[src/rtl/ascon_host_pkg.sv]
// Shared definitions for the Ascon host byte-stream controller.
// Holds the opcode nibbles, the core's operation-mode codes, the controller FSM
// state type, the default watchdog length and the opcode legality check.
package ascon_host_pkg;

    localparam int unsigned DefaultTimeoutCyc = 255;

    // Opcode byte is {op[7:4], arg[3:0]}
    localparam logic [3:0] OpNop     = 4'h0;
    localparam logic [3:0] OpWrReg   = 4'h1;
    localparam logic [3:0] OpStart   = 4'h2;
    localparam logic [3:0] OpRdState = 4'h3;
    localparam logic [3:0] OpWrState = 4'h4;
    localparam logic [3:0] OpStatus  = 4'h5;

    // Operation modes, same encoding as the core
    localparam logic [2:0] ModeEnc  = 3'd1;
    localparam logic [2:0] ModeDec  = 3'd2;
    localparam logic [2:0] ModeHash = 3'd3;
    localparam logic [2:0] ModeXof  = 3'd4;
    localparam logic [2:0] ModeCxof = 3'd5;

    typedef enum logic [3:0] {
        StIdle,
        StWrReg,
        StWrStWait,
        StWrStShift,
        StStart,
        StBusy,
        StRdLoad,
        StRdOut,
        StStatOut
    } host_state_e;

    // True when the opcode byte names a supported command with an in-range argument.
    function automatic logic op_legal(input logic [7:0] b);
        logic legal;
        legal = 1'b0;
        case (b[7:4])
            OpNop:                legal = 1'b1;
            OpWrReg:              legal = (b[3:0] <= 4'd2);
            OpStart:              legal = (b[3:0] >= {1'b0, ModeEnc}) &&
                                          (b[3:0] <= {1'b0, ModeCxof});
            OpRdState, OpWrState: legal = (b[3:0] <= 4'd4);
            OpStatus:             legal = (b[3:0] == 4'd0);
            default:              legal = 1'b0;
        endcase
        return legal;
    endfunction

endpackage

[src/rtl/ascon_host_ctrl_bit_ser.sv]
// Parallel-to-serial shifter feeding the permutation's state shift port.
// A load captures one byte and a target word select; the byte is then emitted
// over the next 8 cycles, bit 7 first, with shift_en held high.
// Ports:
//   clk, rst_n       clock, asynchronous active-low reset
//   load, load_data  start serialising load_data (only while idle)
//   load_sel         state word targeted by this byte
//   last             high in the final (8th) shift cycle
//   shift_en         busy flag, doubles as the state write enable
//   shift_sel        latched word select
//   shift_lsb        current serial bit (0 while idle)
module ascon_bit_ser (
    input  logic       clk,
    input  logic       rst_n,
    input  logic       load,
    input  logic [7:0] load_data,
    input  logic [2:0] load_sel,
    output logic       last,
    output logic       shift_en,
    output logic [2:0] shift_sel,
    output logic       shift_lsb
);

    logic [7:0] sr_q, sr_d;
    logic [2:0] cnt_q, cnt_d;
    logic       busy_q, busy_d;
    logic [2:0] sel_q, sel_d;

    always_comb begin
        sr_d   = sr_q;
        cnt_d  = cnt_q;
        busy_d = busy_q;
        sel_d  = sel_q;
        if (load) begin
            sr_d   = load_data;
            cnt_d  = 3'd0;
            busy_d = 1'b1;
            sel_d  = load_sel;
        end else if (busy_q) begin
            sr_d  = {sr_q[6:0], 1'b0};
            cnt_d = cnt_q + 3'd1;
            if (cnt_q == 3'd7) begin
                busy_d = 1'b0;
            end
        end
    end

    always_ff @(posedge clk or negedge rst_n) begin
        if (!rst_n) begin
            sr_q   <= 8'd0;
            cnt_q  <= 3'd0;
            busy_q <= 1'b0;
            sel_q  <= 3'd0;
        end else begin
            sr_q   <= sr_d;
            cnt_q  <= cnt_d;
            busy_q <= busy_d;
            sel_q  <= sel_d;
        end
    end

    assign last      = busy_q && (cnt_q == 3'd7);
    assign shift_en  = busy_q;
    assign shift_sel = sel_q;
    assign shift_lsb = busy_q & sr_q[7];

endmodule

[src/rtl/ascon_host_ctrl.sv]
// Byte-stream command controller sequencing the Ascon core.
// Accepts opcode/data bytes from the host, loads the three 128-bit operand
// registers, writes state words serially, launches operations with a watchdog,
// and streams state words / status back to the host.
// Ports:
//   clk, rst_n                      clock, asynchronous active-low reset
//   in_valid/in_data/in_ready       host command byte stream
//   out_valid/out_data/out_ready    response byte stream
//   reg0_128b..reg2_128b            operand registers (key, message, AD)
//   operation_mode/operation_ready  mode and one-cycle start pulse to the core
//   state_shift_en/sel/lsb          serial state write port
//   state_rd_sel/state_rd_data      external state read mux
//   core_done                       completion pulse from the core
module ascon_host_ctrl
    import ascon_host_pkg::*;
#(
    parameter int unsigned TIMEOUT_CYC = DefaultTimeoutCyc
) (
    input  logic         clk,
    input  logic         rst_n,
    input  logic         in_valid,
    input  logic [7:0]   in_data,
    output logic         in_ready,
    output logic         out_valid,
    output logic [7:0]   out_data,
    input  logic         out_ready,
    output logic [127:0] reg0_128b,
    output logic [127:0] reg1_128b,
    output logic [127:0] reg2_128b,
    output logic [2:0]   operation_mode,
    output logic         operation_ready,
    output logic         state_shift_en,
    output logic [2:0]   state_shift_sel,
    output logic         state_shift_lsb,
    output logic [2:0]   state_rd_sel,
    input  logic [63:0]  state_rd_data,
    input  logic         core_done
);

    localparam int unsigned WdW = $clog2(TIMEOUT_CYC + 1);

    host_state_e    state_q, state_d;
    logic           in_ready_q, in_ready_d;
    logic [127:0]   reg0_q, reg0_d;
    logic [127:0]   reg1_q, reg1_d;
    logic [127:0]   reg2_q, reg2_d;
    logic [2:0]     mode_q, mode_d;
    logic [2:0]     rd_sel_q, rd_sel_d;
    logic [1:0]     widx_q, widx_d;
    logic [2:0]     wsel_q, wsel_d;
    logic [63:0]    snap_q, snap_d;
    logic [3:0]     cnt_q, cnt_d;
    logic           err_q, err_d;
    logic           done_q, done_d;
    logic [WdW-1:0] wdog_q, wdog_d;

    logic accept;
    logic ser_load;
    logic ser_last;

    // in_ready is registered so it stays low through reset and the first clock.
    assign accept = in_valid & in_ready_q;

    always_comb begin
        state_d  = state_q;
        reg0_d   = reg0_q;
        reg1_d   = reg1_q;
        reg2_d   = reg2_q;
        mode_d   = mode_q;
        rd_sel_d = rd_sel_q;
        widx_d   = widx_q;
        wsel_d   = wsel_q;
        snap_d   = snap_q;
        cnt_d    = cnt_q;
        err_d    = err_q;
        done_d   = done_q;
        wdog_d   = wdog_q;
        ser_load = 1'b0;

        unique case (state_q)
            StIdle: begin
                if (accept) begin
                    if (!op_legal(in_data)) begin
                        err_d = 1'b1;
                    end else begin
                        case (in_data[7:4])
                            OpWrReg: begin
                                widx_d  = in_data[1:0];
                                cnt_d   = 4'd0;
                                state_d = StWrReg;
                            end
                            OpStart: begin
                                mode_d  = in_data[2:0];
                                done_d  = 1'b0;
                                state_d = StStart;
                            end
                            OpRdState: begin
                                rd_sel_d = in_data[2:0];
                                state_d  = StRdLoad;
                            end
                            OpWrState: begin
                                wsel_d  = in_data[2:0];
                                cnt_d   = 4'd0;
                                state_d = StWrStWait;
                            end
                            OpStatus: begin
                                // Status byte rides in the top of the response shifter
                                snap_d  = {state_q == StBusy, err_q, done_q, 5'd0, 56'd0};
                                state_d = StStatOut;
                            end
                            default: ;
                        endcase
                    end
                end
            end
            StWrReg: begin
                if (accept) begin
                    case (widx_q)
                        2'd0:    reg0_d = {reg0_q[119:0], in_data};
                        2'd1:    reg1_d = {reg1_q[119:0], in_data};
                        default: reg2_d = {reg2_q[119:0], in_data};
                    endcase
                    cnt_d = cnt_q + 4'd1;
                    if (cnt_q == 4'd15) begin
                        state_d = StIdle;
                    end
                end
            end
            StWrStWait: begin
                if (accept) begin
                    ser_load = 1'b1;
                    cnt_d    = cnt_q + 4'd1;
                    state_d  = StWrStShift;
                end
            end
            StWrStShift: begin
                if (ser_last) begin
                    state_d = (cnt_q == 4'd8) ? StIdle : StWrStWait;
                end
            end
            StStart: begin
                wdog_d  = '0;
                state_d = StBusy;
            end
            StBusy: begin
                // Completion takes priority over a coincident watchdog expiry
                if (core_done) begin
                    done_d  = 1'b1;
                    state_d = StIdle;
                end else if (wdog_q == WdW'(TIMEOUT_CYC - 1)) begin
                    err_d   = 1'b1;
                    state_d = StIdle;
                end else begin
                    wdog_d = wdog_q + WdW'(1);
                end
            end
            StRdLoad: begin
                snap_d  = state_rd_data;
                cnt_d   = 4'd0;
                state_d = StRdOut;
            end
            StRdOut: begin
                if (out_ready) begin
                    snap_d = {snap_q[55:0], 8'd0};
                    cnt_d  = cnt_q + 4'd1;
                    if (cnt_q == 4'd7) begin
                        state_d = StIdle;
                    end
                end
            end
            StStatOut: begin
                if (out_ready) begin
                    err_d   = 1'b0;
                    snap_d  = 64'd0;
                    state_d = StIdle;
                end
            end
            default: state_d = StIdle;
        endcase

        in_ready_d = (state_d == StIdle) || (state_d == StWrReg) || (state_d == StWrStWait);
    end

    always_ff @(posedge clk or negedge rst_n) begin
        if (!rst_n) begin
            state_q    <= StIdle;
            in_ready_q <= 1'b0;
            reg0_q     <= 128'd0;
            reg1_q     <= 128'd0;
            reg2_q     <= 128'd0;
            mode_q     <= 3'd0;
            rd_sel_q   <= 3'd0;
            widx_q     <= 2'd0;
            wsel_q     <= 3'd0;
            snap_q     <= 64'd0;
            cnt_q      <= 4'd0;
            err_q      <= 1'b0;
            done_q     <= 1'b0;
            wdog_q     <= '0;
        end else begin
            state_q    <= state_d;
            in_ready_q <= in_ready_d;
            reg0_q     <= reg0_d;
            reg1_q     <= reg1_d;
            reg2_q     <= reg2_d;
            mode_q     <= mode_d;
            rd_sel_q   <= rd_sel_d;
            widx_q     <= widx_d;
            wsel_q     <= wsel_d;
            snap_q     <= snap_d;
            cnt_q      <= cnt_d;
            err_q      <= err_d;
            done_q     <= done_d;
            wdog_q     <= wdog_d;
        end
    end

    ascon_bit_ser u_bit_ser (
        .clk       (clk),
        .rst_n     (rst_n),
        .load      (ser_load),
        .load_data (in_data),
        .load_sel  (wsel_q),
        .last      (ser_last),
        .shift_en  (state_shift_en),
        .shift_sel (state_shift_sel),
        .shift_lsb (state_shift_lsb)
    );

    assign in_ready        = in_ready_q;
    assign out_valid       = (state_q == StRdOut) || (state_q == StStatOut);
    assign out_data        = out_valid ? snap_q[63:56] : 8'd0;
    assign reg0_128b       = reg0_q;
    assign reg1_128b       = reg1_q;
    assign reg2_128b       = reg2_q;
    assign operation_mode  = mode_q;
    assign operation_ready = (state_q == StStart);
    assign state_rd_sel    = rd_sel_q;

endmodule

[config.mk]
export PLATFORM = sky130hd
export DESIGN_NAME = ascon_host_ctrl
export DESIGN_NICKNAME = d
export VERILOG_FILES = /design/src/rtl/ascon_host_pkg.sv /design/src/rtl/ascon_host_ctrl_bit_ser.sv /design/src/rtl/ascon_host_ctrl.sv
export SDC_FILE = /design/constraint.sdc
export NUM_CORES = 1
export LEC_CHECK = 0
export CAP_MARGIN = 40
export CORE_ASPECT_RATIO = 0.8
export CORE_MARGIN = 1.5
export CORE_UTILIZATION = 40
export DETAILED_ROUTE_END_ITERATION = 12
export GPL_ROUTABILITY_DRIVEN = 0
export HOLD_SLACK_MARGIN = 0.06
export PLACE_DENSITY_LB_ADDON = 0.12
export SLEW_MARGIN = 20
export SYNTH_ARGS = -nofsm -noshare
export SYNTH_HDL_FRONTEND = slang
export SYNTH_HIERARCHICAL = 1
export SYNTH_SLANG_ARGS = --single-unit
[constraint.sdc]
create_clock -name clk -period 2.5 [get_ports clk]
set_input_delay 0.25 -clock clk [delete_from_list [all_inputs] [get_ports clk]]
set_output_delay 0.25 -clock clk [all_outputs]
set_load 0.01 [all_outputs]
==> impl_results.rst <==
.. list-table::
   :header-rows: 1

   * - Metric
     - Value
   * - Number of global-route vias before repair
     - 12.8k
   * - Maximum ir drop on the vdd rail
     - 0.000427 V
   * - Worst Setup Slack, final
     - 0.0915 ns
   * - Core Footprint
     - 0.0481 sq mm
   * - Number of H-tree levels
     - 2
   * - Final Max Tran Viols
     - 0
   * - CTS Buf Count
     - 50
   * - Detail Placement HPWL
     - 36000 um
   * - Result of the run
     - completed
   * - Largest fanout on the critical path
     - 7
   * - CTS sink cnt
     - 493
   * - Cell Area, Synth
     - 0.0194 sq mm
   * - Worst Tran Pin Value
     - 0.617 ns
   * - Share of synthesized flip-flops with an asynchronous set or reset
     - 1.00
   * - Max clock buf depth
     - 3
   * - 1st-pass router iterations
     - 5
   * - Final antenna-violating net count
     - 0
   * - First-pass GRT wire length
     - 77100 um
   * - CTS root buf
     - sky130_fd_sc_hd__clkbuf_16
   * - Sequential cell area fraction in the yosys report
     - 0.635
   * - Fraction of final layout cells with drive strength greater than 1
     - 0.285
   * - Vias
     - 12.7k
   * - Crit path largest cell delay
     - 0.52 ns
   * - Post-detailed-route via-to-cell ratio
     - 4.99
   * - Post-Syn Instances
     - 1348
   * - Number of hold violations in the final report
     - 0
   * - Synth Area per Inst
     - 14.4 sq um
   * - Overall routing resource usage
     - 0.197
   * - Final Instance Area
     - 0.0272 sq mm
   * - Post-Route Utilization
     - 0.566
   * - Number of placement rows
     - 72
   * - Critical Path, Cell by Cell
     - nor3_4 > a2bb2oi_4 > buf_4 > inv_1 > clkdlybuf4s50_1
   * - Fmax
     - 415 MHz
   * - Startpoint Class
     - flop
   * - Total leakage power
     - 12.7 nW
   * - Gr ovfl total
     - 0
   * - Total number of nets in the final design
     - 1963
   * - CTS clock-pin slew for the worst setup and hold paths
     - 0.06 ns
   * - P per Cell Area
     - 633 mW/mm^2
   * - Starting DRT DRC Count
     - 673
   * - Count of fill cells added during filler insertion
     - 4004
   * - Max Clock Skew
     - 0.0147 ns
   * - Commonest non-fill, non-tap cells in the layout
     - 490 x sky130_fd_sc_hd__dfrtp_1, 472 x sky130_fd_sc_hd__clkdlybuf4s50_1, 364 x sky130_fd_sc_hd__mux2_2, 80 x sky130_fd_sc_hd__nand2_1, 60 x sky130_fd_sc_hd__o21ai_1
   * - Data arrival time of the critical path
     - 2.16 ns
   * - DRC violation count after routing
     - 0
   * - Number of synthesis warnings
     - 6
   * - Critical Path RT
     - 2.25 ns
   * - Worst slack at placement
     - -0.265 ns
   * - Insertion delay to the later sink of the worst-skew pair
     - 0.59 ns
   * - Most common flop cell mapped by yosys
     - sky130_fd_sc_hd__dfrtp_1
   * - Library cells used by synthesis
     - 60
   * - Standard cell with the maximum stage delay on the critical path
     - sky130_fd_sc_hd__clkdlybuf4s50_1
   * - HP Class
     - in2async
   * - Endpoint type of the worst setup path
     - output port
   * - Setup CP Type
     - reg2out
   * - Number of flip-flops and latches in the synthesized netlist
     - 493
   * - Clock tree from TritonCTS
     - built
   * - Leading cell type in the layout, fill and taps excluded
     - sky130_fd_sc_hd__dfrtp_1
   * - Max-capacitance violation count
     - 0
   * - Count of input and output buffers
     - 482
   * - Max-slew headroom at the worst pin
     - 0.589
   * - Post-synth net total
     - 1431
   * - Dominant delay contributor by cell family on the critical path
     - buffers and inverters
   * - Top-level port count
     - 483
   * - Number of antenna diodes
     - 0
   * - Starting density of the core
     - 0.404
   * - Final Setup Violations
     - 0
   * - Maximum number of pins on one net before global-route repair
     - 86
   * - Die extent in x
     - 249 um
   * - Die H
     - 200 um
   * - Time the worst path needs with I/O delays and setup
     - 2.41 ns
   * - Synthesis-to-finish area growth
     - 40.2%
   * - Count of flip-flops with a built-in enable after synthesis
     - 0
   * - Die ar.
     - 0.0499 sq mm
   * - Crit path buffers/inverters
     - 3
   * - Total wirelength of the detailed-routed design
     - 49600 um
   * - Average routed wire per standard cell
     - 19.5 um
   * - Final Cycle Share
     - 0.963
   * - Number of antenna violations at the first check in global routing
     - 0
   * - Placed Instance Area
     - 0.0256 sq mm
-- metal layers --
metal  share of wire  vias up  GRT usage
li1                -     5903          -
met1            0.44     6422      0.267
met4           0.016        0     0.0488
met5               0        -          0
met2            0.48      314      0.319
met3           0.060       56     0.0500
-- cells in the mapped netlist, types with 6 or more instances --
master | count | area (sq um)
sky130_fd_sc_hd__a21oi_1 | 9 | 45.0
sky130_fd_sc_hd__a22o_1 | 9 | 78.8
sky130_fd_sc_hd__a22oi_1 | 55 | 413
sky130_fd_sc_hd__buf_1 | 12 | 45.0
sky130_fd_sc_hd__buf_2 | 18 | 90.1
sky130_fd_sc_hd__clkbuf_1 | 48 | 180
sky130_fd_sc_hd__dfrtp_1 | 493 | 12300
sky130_fd_sc_hd__ha_1 | 6 | 75.1
sky130_fd_sc_hd__inv_1 | 10 | 37.5
sky130_fd_sc_hd__mux2_1 | 29 | 327
sky130_fd_sc_hd__mux2_2 | 364 | 4100
sky130_fd_sc_hd__mux2i_1 | 10 | 100
sky130_fd_sc_hd__nand2_1 | 82 | 308
sky130_fd_sc_hd__nand3_1 | 7 | 35.0
sky130_fd_sc_hd__nand4_1 | 10 | 62.6
sky130_fd_sc_hd__nor2_1 | 21 | 78.8
sky130_fd_sc_hd__nor2b_1 | 13 | 81.3
sky130_fd_sc_hd__nor3_1 | 8 | 40.0
sky130_fd_sc_hd__o21ai_0 | 16 | 80.1
sky130_fd_sc_hd__o21ai_1 | 60 | 300
sky130_fd_sc_hd__xor2_1 | 7 | 61.3
-- what timing repair did --
action / CTS / global route
setup endpoints to repair: 10 / 1
gates resized for setup: 17 / 3
setup buffers: 2 / 1
hold buffers: 1 / 0
endpoints found under the hold margin: 57 / 0
-- worst paths after layout --
check / slack [ns] / from / end / cells past startpoint
min in group clk: 0.27 / state_rd_data[0] / snap_q[0]$_DFFE_PN0P_ / 2
hold / removal: 0.23 / rst_n / reg2_128b[116]$_DFFE_PN0P_ / 2
hold reg to reg: 0.48 / snap_q[63]$_DFFE_PN0P_ / snap_q[63]$_DFFE_PN0P_ / 2
max in group asynchronous: 1.47 / rst_n / state_q[3]$_DFF_PN0_ / 3
setup reg to reg: 0.26 / state_q[3]$_DFF_PN0_ / reg0_128b[42]$_DFFE_PN0P_ / 8
setup / recovery: 0.09 / state_q[0]$_DFF_PN0_ / out_valid / 5
-- report_power, final --
group | total, mW | switching (mW) | internal [mW]
Sequential | 8.36 | 0.186 | 8.17
Combinational | 1.50 | 0.781 | 0.717
Clock | 7.37 | 3.07 | 4.30
Total | 17.2 | 4.04 | 13.2
-- sequential cells by signal, summed over array words and instances (netlist names), 4 cells and up --
name	count
reg0_128b	128
reg1_128b	128
reg2_128b	128
snap_q	64
u_bit_ser/sr_q	8
wdog_q	8
cnt_q	4
state_q	4
-- per-stage QoR --
step	std cells	TNS (ns)	hold slack [ns]	power, mW
after global placement	2453	-4.65	0.263	9.93
after detailed placement	2453	-5.54	0.264	9.96
after global routing	2543	-0.00166	0.247	18.0
after CTS	2542	0	0.229	17.5
after floorplan	1348	0	-0.0456	9.13
final	2543	0	0.230	17.2
-- area by class of cell --
type                            instances  area [sq um]  share of cell area
Clock inverter                         14           164             0.00602
Clock buffer                           72          1440              0.0530
Timing Repair Buffer                  561          5660               0.208
Sequential cell                       493         12300               0.453
Inverter                               10          37.5             0.00138
Multi-Input combinational cell        764          6800               0.250
Tap cell                              629           787              0.0289
-- cells by family (layout without fill, tap and decap cells) --
logic type,after synthesis,count (layout),synth area share
xor+xnor,9,9,0.00406
flops,493,493,0.635
buf+inv,91,657,0.0202
compound gates,177,177,0.0604
mux,407,407,0.236
simple gates,165,165,0.0406
fa+ha+maj,6,6,0.00386
(Power assumes the default switching activity.)
